--- src/rtl/spi_pkg.sv ---
// Shared SPI frame geometry, controller state encoding and peripheral register map.
// Frame layout on the wire, MSB first: {rw, addr[6:0], data[7:0]}.
package spi_pkg;

    localparam int FRAME_W = 16;
    localparam int ADDR_W  = 7;
    localparam int DATA_W  = 8;
    localparam int DIV_W   = 8;

    typedef enum logic [2:0] {
        ST_IDLE,
        ST_SETUP,
        ST_SHIFT,
        ST_HOLD,
        ST_GAP
    } state_e;

    localparam logic [ADDR_W-1:0] REG_EN_OUT_7_0  = 7'h00;
    localparam logic [ADDR_W-1:0] REG_EN_OUT_15_8 = 7'h01;
    localparam logic [ADDR_W-1:0] REG_DIR_7_0     = 7'h02;
    localparam logic [ADDR_W-1:0] REG_DIR_15_8    = 7'h03;
    localparam logic [ADDR_W-1:0] REG_CTRL        = 7'h04;

    function automatic logic [FRAME_W-1:0] pack_frame(
        input logic              rw,
        input logic [ADDR_W-1:0] addr,
        input logic [DATA_W-1:0] data
    );
        return {rw, addr, data};
    endfunction

endpackage

--- src/rtl/spi_controller_if.sv ---
// Request/status and serial pins of the SPI write controller.
// master = controller side, slave = requester/pin side.
interface spi_controller_if;

    logic                        start;
    logic                        rw;
    logic [spi_pkg::ADDR_W-1:0]  addr;
    logic [spi_pkg::DATA_W-1:0]  wdata;
    logic                        busy;
    logic                        done;
    logic                        SCLK;
    logic                        nCS;
    logic                        COPI;

    modport master (
        input  start, rw, addr, wdata,
        output busy, done, SCLK, nCS, COPI
    );

    modport slave (
        output start, rw, addr, wdata,
        input  busy, done, SCLK, nCS, COPI
    );

endinterface

--- src/rtl/spi_phase_timer.sv ---
// Phase timer: tick is high in the last clk of each CLK_DIV-cycle phase; load restarts a phase.
// No latency beyond the counter register; no backpressure.
module spi_phase_timer #(
    parameter int CLK_DIV = 4
) (
    input  logic clk,
    input  logic rst_n,
    input  logic load,
    output logic tick,
    output logic tick_next
);
    import spi_pkg::*;

    localparam logic [DIV_W-1:0] RELOAD = DIV_W'(CLK_DIV - 1);

    logic [DIV_W-1:0] cnt;

    // Saturates at zero so an idle timer never wraps back to 255.
    always_ff @(posedge clk or negedge rst_n) begin
        if (!rst_n) begin
            cnt <= '0;
        end else if (load) begin
            cnt <= RELOAD;
        end else if (cnt != '0) begin
            cnt <= cnt - 1'b1;
        end
    end

    assign tick      = (cnt == '0);
    assign tick_next = load ? (RELOAD == '0) : (cnt <= DIV_W'(1));

endmodule

--- src/rtl/spi_controller.sv ---
// SPI mode-0 single-frame writer: 16-bit frame, busy for exactly 35*CLK_DIV clk, all pins registered.
// start is only taken in IDLE; requests while busy are dropped, not queued.
module spi_controller #(
    parameter int CLK_DIV = 4
) (
    input  logic             clk,
    input  logic             rst_n,
    spi_controller_if.master bus
);
    import spi_pkg::*;

    state_e             state_q, state_d;
    logic [FRAME_W-1:0] shreg_q, shreg_d;
    logic [3:0]         bitcnt_q, bitcnt_d;
    logic               sclk_q, sclk_d;
    logic               ncs_q, ncs_d;
    logic               busy_q, busy_d;
    logic               done_q, done_d;
    logic               load;
    logic               tick;
    logic               tick_next;

    spi_phase_timer #(.CLK_DIV(CLK_DIV)) u_timer (
        .clk       (clk),
        .rst_n     (rst_n),
        .load      (load),
        .tick      (tick),
        .tick_next (tick_next)
    );

    always_ff @(posedge clk or negedge rst_n) begin
        if (!rst_n) begin
            state_q  <= ST_IDLE;
            shreg_q  <= '0;
            bitcnt_q <= '0;
            sclk_q   <= 1'b0;
            ncs_q    <= 1'b1;
            busy_q   <= 1'b0;
            done_q   <= 1'b0;
        end else begin
            state_q  <= state_d;
            shreg_q  <= shreg_d;
            bitcnt_q <= bitcnt_d;
            sclk_q   <= sclk_d;
            ncs_q    <= ncs_d;
            busy_q   <= busy_d;
            done_q   <= done_d;
        end
    end

    always_comb begin
        state_d  = state_q;
        shreg_d  = shreg_q;
        bitcnt_d = bitcnt_q;
        sclk_d   = sclk_q;
        ncs_d    = ncs_q;
        busy_d   = busy_q;
        load     = 1'b0;

        case (state_q)
            ST_IDLE: begin
                if (bus.start) begin
                    state_d  = ST_SETUP;
                    shreg_d  = pack_frame(bus.rw, bus.addr, bus.wdata);
                    bitcnt_d = 4'd15;
                    ncs_d    = 1'b0;
                    busy_d   = 1'b1;
                    load     = 1'b1;
                end
            end
            ST_SETUP: begin
                if (tick) begin
                    state_d = ST_SHIFT;
                    load    = 1'b1;
                end
            end
            ST_SHIFT: begin
                if (tick) begin
                    load = 1'b1;
                    if (!sclk_q) begin
                        sclk_d = 1'b1;
                    end else begin
                        // Data advances only on the falling SCLK edge; the final shift empties the register so COPI idles low.
                        sclk_d  = 1'b0;
                        shreg_d = {shreg_q[FRAME_W-2:0], 1'b0};
                        if (bitcnt_q == 4'd0) begin
                            state_d = ST_HOLD;
                        end else begin
                            bitcnt_d = bitcnt_q - 4'd1;
                        end
                    end
                end
            end
            ST_HOLD: begin
                if (tick) begin
                    state_d = ST_GAP;
                    ncs_d   = 1'b1;
                    load    = 1'b1;
                end
            end
            ST_GAP: begin
                if (tick) begin
                    state_d = ST_IDLE;
                    busy_d  = 1'b0;
                end
            end
            default: begin
                state_d = ST_IDLE;
            end
        endcase

        // Registered pulse: high exactly in the final GAP cycle.
        done_d = (state_d == ST_GAP) && tick_next;
    end

    assign bus.busy = busy_q;
    assign bus.done = done_q;
    assign bus.SCLK = sclk_q;
    assign bus.nCS  = ncs_q;
    assign bus.COPI = shreg_q[FRAME_W-1];

endmodule

--- src/flat_wrapper.sv ---
// flat-port wrapper written by rule: the top's interface ports become plain ports
module spi_controller_flat import spi_pkg::*;
#(
    parameter int CLK_DIV = 4
)
  (clk, rst_n, bus_start, bus_rw, bus_addr, bus_wdata, bus_busy, bus_done, bus_SCLK, bus_nCS, bus_COPI);
  spi_controller_if bus_i ();
  input  logic clk;
  input  logic rst_n;
  input wire logic [$bits(bus_i.start)-1:0] bus_start;
  input wire logic [$bits(bus_i.rw)-1:0] bus_rw;
  input wire logic [$bits(bus_i.addr)-1:0] bus_addr;
  input wire logic [$bits(bus_i.wdata)-1:0] bus_wdata;
  output wire logic [$bits(bus_i.busy)-1:0] bus_busy;
  output wire logic [$bits(bus_i.done)-1:0] bus_done;
  output wire logic [$bits(bus_i.SCLK)-1:0] bus_SCLK;
  output wire logic [$bits(bus_i.nCS)-1:0] bus_nCS;
  output wire logic [$bits(bus_i.COPI)-1:0] bus_COPI;
  assign bus_i.start = bus_start;
  assign bus_i.rw = bus_rw;
  assign bus_i.addr = bus_addr;
  assign bus_i.wdata = bus_wdata;
  assign bus_busy = bus_i.busy;
  assign bus_done = bus_i.done;
  assign bus_SCLK = bus_i.SCLK;
  assign bus_nCS = bus_i.nCS;
  assign bus_COPI = bus_i.COPI;
  spi_controller #(.CLK_DIV(CLK_DIV)) u_core (.clk(clk), .rst_n(rst_n), .bus(bus_i));
endmodule
--- config.mk ---
export PLATFORM = sky130hd
export DESIGN_NAME = spi_controller_flat
export DESIGN_NICKNAME = d
export VERILOG_FILES = /design/src/rtl/spi_pkg.sv /design/src/rtl/spi_controller_if.sv /design/src/rtl/spi_phase_timer.sv /design/src/rtl/spi_controller.sv /design/src/flat_wrapper.sv
export SDC_FILE = /design/constraint.sdc
export NUM_CORES = 1
export LEC_CHECK = 0
export ABC_CLOCK_PERIOD_IN_PS = 2100
export BUFFER_PORTS_ARGS = -buffer_cell sky130_fd_sc_hd__buf_2
export CAP_MARGIN = 20
export CORE_ASPECT_RATIO = 2
export CORE_MARGIN = 2
export CORE_UTILIZATION = 50
export CTS_BUF_LIST = sky130_fd_sc_hd__clkbuf_16
export DETAILED_ROUTE_END_ITERATION = 8
export PLACE_DENSITY = 0.79
export SETUP_SLACK_MARGIN = 0.15
export SYNTH_ARGS = -nofsm -noshare
export SYNTH_HDL_FRONTEND = slang
export SYNTH_SLANG_ARGS = --single-unit
--- constraint.sdc ---
create_clock -name clk -period 2.1 [get_ports clk]
set_clock_uncertainty 0.05 [all_clocks]
set_input_delay 0.63 -clock clk [delete_from_list [all_inputs] [get_ports clk]]
set_output_delay 0.63 -clock clk [all_outputs]
set_load 0.03 [all_outputs]
==> run_results.csv, run 1 <==
group,metric,value,unit
status,status,"finished, final reports clean",
logic_synthesis,ys_warn_count,0,
placement,dpl_worst_slack,-0.0115,ns
setup_path,critPathLaunch,"u_core.u_timer.cnt[1]",
sta,min_period,2.01,ns
power_and_ir_drop,power_leakage,0.000966,uW
setup_path,cp.required,2.26,ns
logic_synthesis,yosys_most_used_dff,"dfrtp_1",
power_and_ir_drop,p_per_area,1440,mW/mm^2
global_route,grt.total_usage,0.225,
clocking,htreeDepth,2,
clocking,cts-root-buf,"clkbuf_16",
detailed_routing,drt_wl_total,4.05,mm
setup_path,critPathSlowestCell,"or4_4",
sta,slew-limit-headroom,0.658,
detailed_routing,ant_nets,0,
setup_path,slowest_delay,0.43,ns
sta,slew_viol_final,0,
detailed_routing,routed_via_density,6.06,
setup_path,worst_r2r_endpoint,"u_core.bitcnt_q[3]",
final_layout,antenna-diode-count,0,
floorplanning,coreArea,0.00334,sq mm
final_layout,mostFrequentLayoutCell,"dfrtp_1",
power_and_ir_drop,ir_worst_vdd,0.936,mV
global_route,antenna_found_initial,0,
setup_path,path_buf_inv,1,
logic_synthesis,synth_top_family_by_area,"compound AO/OA/AOI/OAI gates",
global_route,grt_pass1_wl,6.45,mm
sta,worst_pin_slew,0.508,ns
hold_path,hold_class,"input port to async pin",
detailed_routing,initialDrtViolationCount,30,
setup_path,critical-path-top-delay-family,"simple AND/OR/NAND/NOR gates",
logic_synthesis,synth_xor_area_frac,0.0307,
sta,rsz0062_at_grt,"yes",
final_layout,layout_common_cells,"34 x dfrtp_1, 23 x buf_2, 21 x buf_4, 15 x o22a_1, 15 x o21a_1",
logic_synthesis,synthMuxAreaShare,0.00585,
setup_path,cp.arrival,2.17,ns
setup_path,cp_cell_sequence,"inv_2, ha_4, or3b_4, or3_4, or4_4, nand3_2",
logic_synthesis,synth_nets,186,
detailed_routing,drc,0,
logic_synthesis,synth_compound_gate_area_share,0.217,
clocking,ctsHoldBuffers,0,
global_route,grt_max_degree,21,
floorplanning,die_height,86.7,microns
setup_path,critPathCaptureType,"register",
final_layout,final_nets,230,
floorplanning,pin_count,24,
final_layout,post-route-util,0.655,
floorplanning,fp-row-count,30,
floorplanning,start_util,0.512,
logic_synthesis,syn_area,0.00171,sq mm
final_layout,multi_input_area,797,sq um
clocking,clk_latency,0.28,ns
sta,fin_ws,0.0919,ns
logic_synthesis,synth_fa_ha_area_frac,0.0219,
placement,io_buffers,23,
clocking,cts.sinks,35,
final_layout,seq_area,877,sq um
logic_synthesis,synthDistinctLibCells,37,
global_route,grt.overflow.total,0,
detailed_routing,first_pass_iters,4,
clocking,clk_pin_slew_worst_paths,0.05,ns
logic_synthesis,synth_cells,164,
clocking,cts_inserted_buffers,5,
floorplanning,die_area,0.00394,sq mm
power_and_ir_drop,finalPower,3140,uW
detailed_routing,post_drt_wl_per_cell,16.8,microns
logic_synthesis,synth-seq-cells,35,
setup_path,critical_path_class,"register to register",
setup_path,startpoint_type,"register",
setup_path,worstRegToRegCells,6,
job,maxCapViolations,0,
setup_path,reg2reg_slack,0.09,ns
clocking,clockBufferDepth,2,
placement,dp_hpwl,2.83,mm
sta,fmax,0.498,GHz
final_layout,n_fill_cell,263,
detailed_routing,vias,1460,
logic_synthesis,synth_edf_count,0,
logic_synthesis,yosys.area_share.simple,0.164,
logic_synthesis,async_flop_share,1.00,
final_layout,area_delta_synth_final,27.9,%
floorplanning,dieWidth,45.4,microns
placement,gp_congestion,0.868,
clocking,cts_tree,"yes",
setup_path,r2r-start,"u_core.u_timer.cnt[1]",
logic_synthesis,ys_seq_area_frac,0.512,
final_layout,layout-drive-gt1-share,0.311,
sta,fin_crit_sh,0.956,
sta,setup_violations,0,
logic_synthesis,syn_area_per_cell,10.4,sq um
sta,finalHoldViolations,0,
global_route,grt_pass1_vias,1526,
setup_path,crit_fanout,3,
-- timing repair --
item,4_1_cts,5_1_grt
setup endpoints to repair,20,22
setup buffers,3,6
resized for setup,6,5
-- worst max-delay path by stage --
stage,endpoint,slack [ns],cells past startpoint
2_1_floorplan,u_core.shreg_q[10],-0.06,9
3_3_place_gp,u_core.shreg_q[2],0.08,7
3_5_place_dp,u_core.shreg_q[2],-0.01,7
4_1_cts,u_core.bitcnt_q[3],0.08,6
5_1_grt,u_core.bitcnt_q[3],0.05,6
6_report,u_core.bitcnt_q[3],0.09,6
-- registers in the layout (all words and copies together) (netlist names) --
register,cells
u_core.bitcnt_q,4
u_core.bus.SCLK,1
u_core.bus.busy,1
u_core.bus.done,1
u_core.bus.nCS,1
u_core.shreg_q,16
u_core.state_q,3
u_core.u_timer.cnt,8
-- stage by stage --
| stage | cells | hold slack [ns] | instance area (sq um) | setup TNS, ns |
|---|---|---|---|---|
| floorplan | 164 | 0.284 | 1730 | -0.459 |
| global placement | 224 | 0.413 | 1940 | 0 |
| detailed placement | 224 | 0.427 | 1940 | -0.0322 |
| CTS | 235 | 0.261 | 2120 | 0 |
| global route | 241 | 0.292 | 2190 | 0 |
| finish | 241 | 0.248 | 2190 | 0 |
-- cell families after synthesis --
kind of cell / Yosys count
fa+ha+maj: 3
buf+inv: 17
compound gates: 50
flops: 35
mux: 1
simple gates: 52
xor+xnor: 6
-- worst reg2reg max path: stages (launching register included) --
cell	delay, ns
dfrtp_1	0.39
inv_2	0.09
ha_4	0.14
or3b_4	0.39
or3_4	0.36
or4_4	0.43
nand3_2	0.09
-- area by class of cell --
type	count	area share
flip-flops and latches	35	0.401
multi-input cells	112	0.364
repair buffers	46	0.141
clock buffers	5	0.0572
well taps	32	0.0183
inverters	8	0.0137
clock inverters	3	0.00515
-- Yosys cell counts, types with 2 or more instances --
cell / count / area share
dfrtp_1: 34 / 0.50
o21a_1: 15 / 0.066
o22a_1: 15 / 0.077
nor2_1: 12 / 0.026
nand2_1: 9 / 0.020
inv_1: 8 / 0.018
a21oi_1: 7 / 0.020
nand3_1: 6 / 0.018
clkbuf_1: 5 / 0.011
nor3_1: 4 / 0.012
nor4_1: 4 / 0.015
o21ai_0: 4 / 0.012
ha_1: 3 / 0.022
o211ai_1: 3 / 0.013
xnor2_1: 3 / 0.015
xor2_1: 3 / 0.015
buf_2: 2 / 0.0058
buf_6: 2 / 0.013
nand2b_1: 2 / 0.0073
nor2b_1: 2 / 0.0073
nor3b_1: 2 / 0.0088
o31ai_1: 2 / 0.0088
or2_2: 2 / 0.0073
or4_1: 2 / 0.0088
-- where the power goes --
| part | total, uW | leakage [uW] | switching [uW] | internal, uW |
|---|---|---|---|---|
| registers | 1160 | 0.000397 | 208 | 955 |
| logic | 1300 | 0.000498 | 655 | 640 |
| clock network | 683 | 0.0000701 | 257 | 426 |
-- per-layer routing --
metal / up-vias / track usage / wire length, microns
met3: 15 / 0.0375 / 126
met4: 0 / 0.107 / 133
met5: - / 0 / 0
li1: 683 / - / -
met1: 722 / 0.200 / 1390
met2: 40 / 0.442 / 2400
Note: power is estimated with default switching activity, not from simulation.
==> run 2, diff against run 1 <==
--- a/config.mk
+++ b/config.mk
@@ -11,7 +11,6 @@
 export CORE_ASPECT_RATIO = 2
 export CORE_MARGIN = 2
 export CORE_UTILIZATION = 50
-export CTS_BUF_LIST = sky130_fd_sc_hd__clkbuf_16
 export DETAILED_ROUTE_END_ITERATION = 8
 export PLACE_DENSITY = 0.79
 export SETUP_SLACK_MARGIN = 0.15
==> run 2 against run 1 <==
Against the previous run:
- die area is the same
- critical path depth decreased by 2
- non-clock buffer count shrank 3
- final cell count decreased by 1.2%
- flip-flop and latch count is the same
- clock-buffer cell count increased by 3
- power fell by 6.1%
- cell area shrank 2.5%
- largest cell class unchanged
- largest power group unchanged
==> run_results.csv, run 2 (synthesis gave the netlist of run 1 again) <==
group,metric,value,unit
clocking,cts.sinks,35,
final_layout,mostFrequentLayoutCell,"dfrtp_1",
final_layout,multi_input_area,801,sq um
final_layout,area_delta_synth_final,24.6,%
detailed_routing,post_drt_wl_per_cell,16.9,microns
floorplanning,start_util,0.512,
sta,fmax,0.498,GHz
setup_path,cp_cell_sequence,"or4_1, or3_4, or4_4, nand3_2",
placement,io_buffers,23,
global_route,grt.overflow.total,0,
power_and_ir_drop,ir_worst_vdd,0.986,mV
detailed_routing,vias,1434,
sta,slew-limit-headroom,0.696,
global_route,grt.total_usage,0.223,
clocking,clk_pin_slew_worst_paths,0.07,ns
job,maxCapViolations,0,
global_route,antenna_found_initial,0,
sta,tns,0,ns
setup_path,slowest_delay,0.52,ns
setup_path,crit_fanout,4,
hold_path,hold_class,"input port to async pin",
sta,min_period,2.01,ns
detailed_routing,drt_wl_total,4.02,mm
clocking,clockBufferDepth,2,
setup_path,critical_path_class,"register to register",
clocking,clk_latency,0.29,ns
sta,setup_violations,0,
detailed_routing,ant_nets,0,
global_route,grt_pass1_vias,1479,
power_and_ir_drop,p_clk_frac,0.181,
sta,finalHoldViolations,0,
floorplanning,die_height,86.7,microns
detailed_routing,routed_via_density,6.03,
final_layout,top_regs,"u_core.shreg_q x16, u_core.u_timer.cnt x8, u_core.bitcnt_q x4",
final_layout,final_nets,227,
power_and_ir_drop,cellInternalPower,1870,uW
clocking,cts_tree,"yes",
floorplanning,dieWidth,45.4,microns
setup_path,critPathSlowestCell,"or4_1",
detailed_routing,first_pass_iters,4,
global_route,grt_max_degree,21,
final_layout,seq_area,877,sq um
sta,rsz0062_at_grt,"yes",
sta,fin_crit_sh,0.957,
placement,gp_congestion,0.868,
floorplanning,pin_count,24,
status,status,"finished, final reports clean",
floorplanning,coreArea,0.00334,sq mm
power_and_ir_drop,p_per_area,1380,mW/mm^2
setup_path,critPathCaptureType,"register",
sta,slew_viol_final,0,
final_layout,layout_common_cells,"34 x dfrtp_1, 23 x buf_2, 18 x buf_4, 15 x o22a_1, 15 x o21a_1",
power_and_ir_drop,pwr-share-comb,0.425,
power_and_ir_drop,power_leakage,0.000934,uW
detailed_routing,initialDrtViolationCount,39,
setup_path,startpoint_type,"register",
setup_path,cp.arrival,2.19,ns
final_layout,antenna-diode-count,0,
final_layout,post-route-util,0.639,
floorplanning,die_area,0.00394,sq mm
sta,worst_pin_slew,0.451,ns
clocking,cts_inserted_buffers,5,
global_route,grt_pass1_wl,6.35,mm
final_layout,n_fill_cell,273,
power_and_ir_drop,p_sw,1080,uW
floorplanning,fp-row-count,30,
power_and_ir_drop,swShare,0.367,
setup_path,cp.required,2.28,ns
placement,dp_hpwl,2.83,mm
final_layout,largest_register_ffs,16,
setup_path,worstRegToRegCells,4,
clocking,cts-root-buf,"clkbuf_8",
detailed_routing,drc,0,
final_layout,layout-drive-gt1-share,0.316,
sta,hold_ws,0.230,ns
final_layout,top_register,"u_core.shreg_q",
power_and_ir_drop,p_seq_frac,0.393,
clocking,htreeDepth,2,
-- run 2: cell count changes in the layout (fill, tap and decap cells not counted), sizes merged --
cell and delta:
clkinv -2, clkbuf +3, inv -1, buf -3
-- run 2: layout make-up --
class                           instances  share of cell area
Sequential cell                        35               0.411
Clock buffer                            8              0.0469
Inverter                                8              0.0141
Multi-Input combinational cell        112               0.375
Timing Repair Buffer                   43               0.134
Tap cell                               32              0.0188
-- run 2: critical path: cells and delay by family (launching register included) --
| family | cells | cell delay [ns] |
|---|---|---|
| and+or+nand+nor | 4 | 1.47 |
| DFF | 1 | 0.42 |
-- run 2: per-layer routing --
| metal | GRT usage | share of wire | vias up |
|---|---|---|---|
| li1 | - | - | 672 |
| met1 | 0.202 | 0.35 | 720 |
| met2 | 0.432 | 0.59 | 32 |
| met3 | 0.0438 | 0.029 | 10 |
| met4 | 0.102 | 0.030 | 0 |
| met5 | 0 | 0 | - |
-- run 2: worst paths after layout --
| check | startpoint | endpoint | slack [ns] |
|---|---|---|---|
| setup / recovery | u_core.u_timer.cnt[7] | u_core.bitcnt_q[3] | 0.09 |
| hold / removal | rst_n | u_core.shreg_q[7] | 0.23 |
| setup reg to reg | u_core.u_timer.cnt[7] | u_core.bitcnt_q[3] | 0.09 |
| hold reg to reg | u_core.bus.nCS | u_core.bus.nCS | 0.43 |
| max in group asynchronous | rst_n | u_core.bus.nCS | 1.19 |
| min in group clk | u_core.bus.nCS | u_core.bus.nCS | 0.43 |
-- run 2: stage by stage --
step / worst slack, ns / cells / cell area [sq um] / total power [uW]
after floorplan: -0.0627 / 164 / 1730 / 1910
after global placement: 0.0778 / 224 / 1940 / 2210
after detailed placement: -0.0115 / 224 / 1940 / 2290
after CTS: 0.0879 / 236 / 2090 / 2900
after global routing: 0.0305 / 238 / 2130 / 3130
final: 0.0905 / 238 / 2130 / 2950
-- run 2: power groups by stage --
stage	Clock (uW)	Combinational (uW)	Sequential, uW
2_1_floorplan	0	745	1170
3_3_place_gp	0	1060	1150
3_5_place_dp	0	1120	1170
4_1_cts	543	1200	1150
5_1_grt	572	1370	1180
6_report	535	1250	1160
-- run 2: timing repair --
action                                  4_1_cts  5_1_grt
hold buffers                                  0        0
endpoints found under the hold margin         0        0
pin swaps                                     0        0
setup buffers                                 4        2
resized for setup                             6        6
endpoints found under the setup margin       20       28
==> run 3, diff against run 2 <==
--- a/config.mk
+++ b/config.mk
@@ -8,11 +8,11 @@
 export ABC_CLOCK_PERIOD_IN_PS = 2100
 export BUFFER_PORTS_ARGS = -buffer_cell sky130_fd_sc_hd__buf_2
 export CAP_MARGIN = 20
-export CORE_ASPECT_RATIO = 2
 export CORE_MARGIN = 2
-export CORE_UTILIZATION = 50
+export CORE_UTILIZATION = 45
 export DETAILED_ROUTE_END_ITERATION = 8
-export PLACE_DENSITY = 0.79
+export MAX_ROUTING_LAYER = met4
+export PLACE_DENSITY = 0.73
 export SETUP_SLACK_MARGIN = 0.15
 export SYNTH_ARGS = -nofsm -noshare
 export SYNTH_HDL_FRONTEND = slang
==> run 3 against run 2 <==
Against the previous run:
- critical path type unchanged
- sequential power about the same
- combinational power fell by 4%
- non-clock buffer count up 1
- sequential share of layout area is 0.32 points higher
==> run_results.csv, run 3 (synthesis gave the netlist of run 1 again) <==
group,metric,value,unit
global_route,grt_pass1_wl,5.95,mm
final_layout,mostFrequentLayoutCell,"dfrtp_1",
setup_path,startpoint_type,"register",
global_route,grt.total_usage,0.189,
setup_path,cp.required,2.27,ns
floorplanning,die_height,65.7,microns
setup_path,r2r-start,"u_core.u_timer.cnt[0]",
setup_path,crit_fanout,6,
sta,worst_pin_slew,0.514,ns
power_and_ir_drop,ir_worst_vdd,0.650,mV
final_layout,antenna-diode-count,0,
detailed_routing,initialDrtViolationCount,29,
sta,fin_crit_sh,0.960,
sta,rsz0062_at_grt,"yes",
clocking,clk_pin_slew_worst_paths,0.07,ns
final_layout,largest_register_ffs,16,
job,maxCapViolations,0,
setup_path,cp.arrival,2.19,ns
setup_path,slowest_delay,0.42,ns
setup_path,critPathCaptureType,"register",
floorplanning,pin_count,24,
clocking,cts.sinks,35,
floorplanning,start_util,0.468,
detailed_routing,post_drt_wl_per_cell,13.8,microns
sta,finalHoldViolations,0,
final_layout,area_delta_synth_final,23.7,%
clocking,cts_inserted_buffers,5,
clocking,ctsHoldBuffers,0,
setup_path,worst_r2r_endpoint,"u_core.bitcnt_q[3]",
final_layout,top_regs,"u_core.shreg_q x16, u_core.u_timer.cnt x8, u_core.bitcnt_q x4",
status,status,"finished, final reports clean",
power_and_ir_drop,p_per_area,1340,mW/mm^2
final_layout,post-route-util,0.578,
floorplanning,dieWidth,65.7,microns
placement,gp_congestion,0.845,
final_layout,final_nets,228,
setup_path,critical-path-top-delay-family,"simple AND/OR/NAND/NOR gates",
global_route,antenna_found_initial,0,
hold_path,hold_class,"input port to async pin",
setup_path,cp_cell_sequence,"inv_2, ha_4, or3b_4, or3_4, or4_1, nand3_1",
sta,min_period,2.02,ns
placement,dpl_worst_slack,0.00473,ns
clocking,cts_tree,"yes",
final_layout,top_register,"u_core.shreg_q",
setup_path,reg2reg_slack,0.08,ns
setup_path,path_buf_inv,1,
detailed_routing,drc,0,
sta,slew_viol_final,0,
clocking,clk_latency,0.29,ns
global_route,grt_pass1_vias,1401,
setup_path,critPathSlowestCell,"or4_1",
detailed_routing,ant_nets,0,
sta,fin_ws,0.0842,ns
detailed_routing,routed_via_density,5.54,
sta,fmax,0.496,GHz
setup_path,critical_path_class,"register to register",
sta,setup_violations,0,
detailed_routing,vias,1408,
detailed_routing,first_pass_iters,4,
floorplanning,fp-row-count,22,
global_route,grt.overflow.total,0,
power_and_ir_drop,power_leakage,0.000924,uW
clocking,htreeDepth,2,
placement,dp_hpwl,2.51,mm
clocking,clockBufferDepth,2,
floorplanning,coreArea,0.00366,sq mm
final_layout,layout_common_cells,"34 x dfrtp_1, 24 x buf_2, 17 x buf_4, 15 x o22a_1, 15 x o21a_1",
sta,slew-limit-headroom,0.654,
floorplanning,die_area,0.00431,sq mm
clocking,cts-root-buf,"clkbuf_8",
setup_path,worstRegToRegCells,6,
final_layout,layout-drive-gt1-share,0.291,
detailed_routing,drt_wl_total,3.51,mm
global_route,grt_max_degree,36,
placement,io_buffers,23,
[run 3: final cells by class]
| type | count | area, sq um |
|---|---|---|
| flip-flops and latches | 35 | 877 |
| multi-input cells | 112 | 772 |
| clock inverters | 1 | 5.00 |
| fillers | 322 | 1540 |
| repair buffers | 44 | 290 |
| clock buffers | 6 | 82.6 |
| inverters | 8 | 30.0 |
| well taps | 48 | 60.1 |
[run 3: how the worst max path moves through the flow]
stage | startpoint | endpoint | slack (ns) | depth (start not counted)
3_3_place_gp | u_core.u_timer.cnt[0] | u_core.bitcnt_q[3] | 0.08 | 6
5_1_grt | u_core.u_timer.cnt[0] | u_core.bitcnt_q[3] | 0.03 | 6
2_1_floorplan | u_core.u_timer.cnt[1] | u_core.shreg_q[10] | -0.06 | 9
3_5_place_dp | u_core.u_timer.cnt[0] | u_core.bitcnt_q[3] | 0.005 | 6
6_report | u_core.u_timer.cnt[0] | u_core.bitcnt_q[3] | 0.08 | 6
4_1_cts | u_core.u_timer.cnt[0] | u_core.bitcnt_q[3] | 0.09 | 6
[run 3: power by group]
| part | switching, uW | total, uW | internal (uW) | leakage, uW |
|---|---|---|---|---|
| logic | 596 | 1200 | 608 | 0.000480 |
| clock network | 230 | 487 | 257 | 0.0000470 |
| registers | 200 | 1150 | 953 | 0.000397 |
[run 3: metal layers]
layer,share of wire,global-route usage,vias up
met5,0,-,-
met1,0.42,0.205,698
li1,-,-,680
met4,0.016,0.0547,0
met2,0.51,0.331,25
met3,0.046,0.0599,5
[run 3: metrics by stage]
step                      std cells  total power [uW]  area [sq um]  setup TNS (ns)  hold WS (ns)
after floorplan                 164              1910          1730          -0.459         0.284
after global placement          241              2210          1970               0         0.412
after detailed placement        241              2280          1970               0         0.419
after CTS                       251              2850          2090               0         0.322
after global routing            254              3070          2120               0         0.350
final                           254              2840          2120               0         0.312
[run 3: timing repair]
item / 4_1_cts / 5_1_grt
endpoints found under the setup margin: 19 / 20
cloned: 1 / 0
pin swaps: 1 / 1
gates resized for setup: 4 / 2
setup buffers: 2 / 3
